==> config.mk <==
export PLATFORM = sky130hd
export DESIGN_NAME = rptr_empty
export DESIGN_NICKNAME = d
export VERILOG_FILES = /design/src/rtl/rptr_empty.sv
export SDC_FILE = /design/constraint.sdc
export NUM_CORES = 1
export LEC_CHECK = 0
export CORE_AREA = 4 4 42 44
export DETAILED_ROUTE_END_ITERATION = 8
export DIE_AREA = 0 0 46 48
export PLACE_DENSITY = 0.74
export SYNTH_ARGS = -nofsm -noshare
export SYNTH_HDL_FRONTEND = slang
export SYNTH_SLANG_ARGS = --single-unit
==> constraint.sdc <==
create_clock -name rclk -period 2.9 [get_ports rclk]
set_input_delay 0.58 -clock rclk [delete_from_list [all_inputs] [get_ports rclk]]
set_output_delay 0.58 -clock rclk [all_outputs]
set_load 0.01 [all_outputs]
==> src/rtl/rptr_empty.sv <==
// Read-side pointer and status block of an async FIFO; all state lives in rclk.
// Ports: rclk/rrst_n clock and async active-low reset; rinc pop request;
//   rq2_wptr synchronised Gray write pointer; clr_underflow clears the sticky error;
//   raddr binary memory address; rptr Gray read pointer to the write domain;
//   rempty/ralmost_empty/rlevel registered status; runderflow sticky underflow flag.
module rptr_empty #(
  parameter int FIFO_ADDRSIZE   = 2,
  parameter int ALMOST_EMPTY_TH = 1
) (
  input  logic                     rclk,
  input  logic                     rrst_n,
  input  logic                     rinc,
  input  logic [FIFO_ADDRSIZE:0]   rq2_wptr,
  input  logic                     clr_underflow,
  output logic [FIFO_ADDRSIZE-1:0] raddr,
  output logic [FIFO_ADDRSIZE:0]   rptr,
  output logic                     rempty,
  output logic                     ralmost_empty,
  output logic [FIFO_ADDRSIZE:0]   rlevel,
  output logic                     runderflow
);

  localparam int PW = FIFO_ADDRSIZE + 1;
  localparam logic [FIFO_ADDRSIZE:0] AE_TH = PW'(ALMOST_EMPTY_TH);

  logic [FIFO_ADDRSIZE:0] rbin;
  logic [FIFO_ADDRSIZE:0] rbinnext;
  logic [FIFO_ADDRSIZE:0] rgraynext;
  logic [FIFO_ADDRSIZE:0] wbin;
  logic [FIFO_ADDRSIZE:0] rlevelnext;
  logic                   pop;

  // A request against an empty FIFO is dropped here and only flags underflow.
  assign pop       = rinc & ~rempty;
  assign rbinnext  = rbin + PW'(pop);
  assign rgraynext = (rbinnext >> 1) ^ rbinnext;

  // Gray-to-binary: each binary bit is the XOR of all Gray bits at or above it.
  always_comb begin
    wbin = '0;
    for (int i = 0; i < PW; i++) begin
      wbin[i] = ^(rq2_wptr >> i);
    end
  end

  // The extra pointer MSB makes this subtraction distinguish full (depth) from empty (0).
  assign rlevelnext = wbin - rbinnext;

  // Memory reads the current head entry directly from the registered pointer.
  assign raddr = rbin[FIFO_ADDRSIZE-1:0];

  always_ff @(posedge rclk or negedge rrst_n) begin
    if (!rrst_n) begin
      rbin          <= '0;
      rptr          <= '0;
      rempty        <= 1'b1;
      ralmost_empty <= 1'b1;
      rlevel        <= '0;
      runderflow    <= 1'b0;
    end else begin
      rbin          <= rbinnext;
      rptr          <= rgraynext;
      // Compared against the synchronised (stale) write pointer, so empty is
      // only ever pessimistic: it can linger but never clears early.
      rempty        <= (rgraynext == rq2_wptr);
      rlevel        <= rlevelnext;
      ralmost_empty <= (rlevelnext <= AE_TH);
      // Set has priority over a same-cycle clear.
      runderflow    <= (rinc & rempty) | (runderflow & ~clr_underflow);
    end
  end

endmodule

==> results by group <==
Routing
  • Via count: 333
  • Detailed Routing Iterations Pass 1: 1
  • Met1 Routed Length: 312 um
  • Residual DRC: 0
  • Vias per cell: 4.27
  • Post-route antenna net violation count: 0
  • Final wirelength: 757 um
  • 1st-iter DRT viols: 0
  • Met3 Wirelength: 91 um
  • Uppermost layer routed: met4
  • Met2 Wirelength: 333 um
  • Wire length per cell: 9.71 um

Floorplanning
  • Boundary Pins: 18
  • Row count: 14
  • Starting Density: 36.6%
  • Die area: 2210 um2
  • Core area: 1440 um2
  • Die Width: 46 um
  • Die Y: 48 um

Finish
  • Nets: 74
  • Multi-input gate area in the final layout: 229 um2
  • Area Growth Syn to Fin: 41.2%
  • Number of inserted diodes: 0
  • Final non-filler cell total: 78
  • Commonest non-fill, non-tap cell in the layout: clkdlybuf4s50_1
  • Register area: 278 um2
  • Most frequent cells in the layout: 17 x clkdlybuf4s50_1, 9 x dfrtp_1, 5 x inv_1
  • Layout cell share with drive strength beyond 1: 12.9%
  • # fillers: 130

Clock network
  • CTS root buffer: clkbuf_4
  • Clk_lat worst skew: 0.26 ns
  • # hold bufs at CTS: 0
  • Clock sink total: 11
  • Htree depth: 1
  • CTS resizes: 0
  • CTS tree: built
  • Clock-pin slew on the worst setup and hold paths: 0.07 ns
  • Post-CTS setup buffers: 0
  • Max clock buf depth: 2
  • Total CTS buffers: 3

Synthesis
  • Syn nets: 52
  • Synth cell types: 18
  • Synth warnings: 0
  • Post-synthesis sequential area ratio: 52.9%
  • Syn Inst Count: 41
  • Yosys reg bits: 11
  • Synthesized area per cell: 12.8 um2
  • Area of the mapped netlist: 526 um2

Placed design
  • Post-DP HPWL: 660 um
  • # port buffers: 17
  • GPL Wtd Cong: 0.733
  • Dpl cells: 74

Worst setup path
  • Critical Path Most Common Cell: ha_1
  • Slowest CP cell: fa_1
  • Kind of critical path: in -> reg
  • CP Cell Sequence: clkdlybuf4s50_1 > nor2b_1 > ha_1 > ha_1 > inv_1 > fa_1 > xnor2_1 > xnor2_2 > nor2_2
  • Worst Reg-to-Reg Cells: 8
  • Nature of the critical path startpoint: input pin
  • Required time worst endpoint: 3.09 ns
  • CP Capture Type: flop
  • CP arrival: 2.65 ns
  • Crit Path Max Fanout: 4
  • Max incr delay on CP: 0.44 ns

Run status
  • Run status: completed

Worst hold path
  • Worst min-delay path category: reg -> reg
  • Hold path cells: 2

GRT
  • Largest net degree at the start of global routing: 12
  • Global-route wire length before repair: 1120 um
  • Initial antenna violation count: 0
  • Global route overflow: 0
  • Total GRT Usage: 7.51%
  • Vias in the first global route: 290

Run
  • Max_cap viols: 0

Power
  • Peak supply drop: 0.483 mV
  • Cell Pwr Density: 1160 nW/um2
  • Leakage: 0.326 nW
  • Final Power: 858 uW

STA
  • Finish-stage setup viols: 0
  • Fmax: 0.407 GHz
  • Final hold viol count: 0
  • Relative slew slack: 69.6%
  • RSZ-0062 raised after global routing: no
  • Max-slew violations: 0
  • Setup TNS Final: 0 ns
  • Fin crit share: 84.6%
  • Final min period: 2.45 ns
  • Skew final: 0.00677 ns
  • Fin Hold WS: 0.528 ns
  • Measured slew at the worst slew-check pin: 0.455 ns
-- flip-flops by register name (all words and copies together), names as in the netlist --
signal	cells
rptr	2
rlevel	3
runderflow	1
rempty	1
ralmost_empty	1
rbin	3
-- kinds of logic (layout without fill, tap and decap cells) --
| group | Yosys count | in the layout | synth area share (%) |
|---|---|---|---|
| mux | 2 | 2 | 3.81 |
| buf+inv | 5 | 26 | 3.57 |
| compound gates | 2 | 2 | 2.62 |
| fa+ha+maj | 4 | 4 | 11.0 |
| xor+xnor | 7 | 7 | 16.7 |
| simple gates | 10 | 10 | 9.53 |
| flops | 11 | 11 | 52.9 |
-- layer usage --
metal	up-vias	global-route usage [%]
met5	-	0
met4	0	5.11
met3	2	2.26
met2	17	12.9
met1	145	7.87
li1	169	-
-- where the power goes --
part	switching [mW]	internal [mW]
clock	0.0461	0.0531
combinational	0.217	0.274
sequential	0.0305	0.238
-- cell usage after synthesis --
cell	number	share of area, %
o21ai_0	1	0.95
nor2_2	1	1.2
xnor2_1	4	6.7
xnor2_2	1	3.1
o2bb2ai_1	1	1.7
dfstp_2	2	10
ha_1	3	7.1
nand2_1	3	2.1
xnor2_4	1	5.2
xor2_1	1	1.7
fa_1	1	3.8
and2_1	1	1.2
inv_1	5	3.6
dfrtp_1	9	43
nand2b_1	2	2.4
mux2i_1	2	3.8
nor2b_1	1	1.2
nor2_1	2	1.4
-- cell type report --
type	instances	area share, %
timing repair buffer	17	22.9
clock buffer	4	3.54
tap	16	2.70
sequential	11	37.4
multi-input combinational	25	30.9
inverter	5	2.53
-- per-stage QoR --
step	setup WS, ns	cell area [um2]	utilization [%]
after floorplan	0.698	526	-
after global placement	0.167	716	49.8
after detailed placement	0.167	716	49.8
after CTS	0.437	742	51.7
after global routing	0.341	742	51.7
final	0.446	742	51.7
-- worst max-delay path: cells and delay by family --
family                     cells  cell delay (ns)
adders and majority gates      3             0.96
buffers and inverters          2             0.53
xor gates and xnor gates       2             0.38
and+or+nand+nor                2             0.19
-- worst paths after layout --
check                                      to  slack [ns]   start
worst max-delay path            ralmost_empty        0.45    rinc
worst min-delay path               runderflow        0.53  rempty
worst max register to register  ralmost_empty        0.75  rempty
worst min register to register     runderflow        0.53  rempty
max in group asynchronous       ralmost_empty        1.92  rrst_n
min in group asynchronous             rptr[0]        0.63  rrst_n
Note: power is estimated with default switching activity, not from simulation.
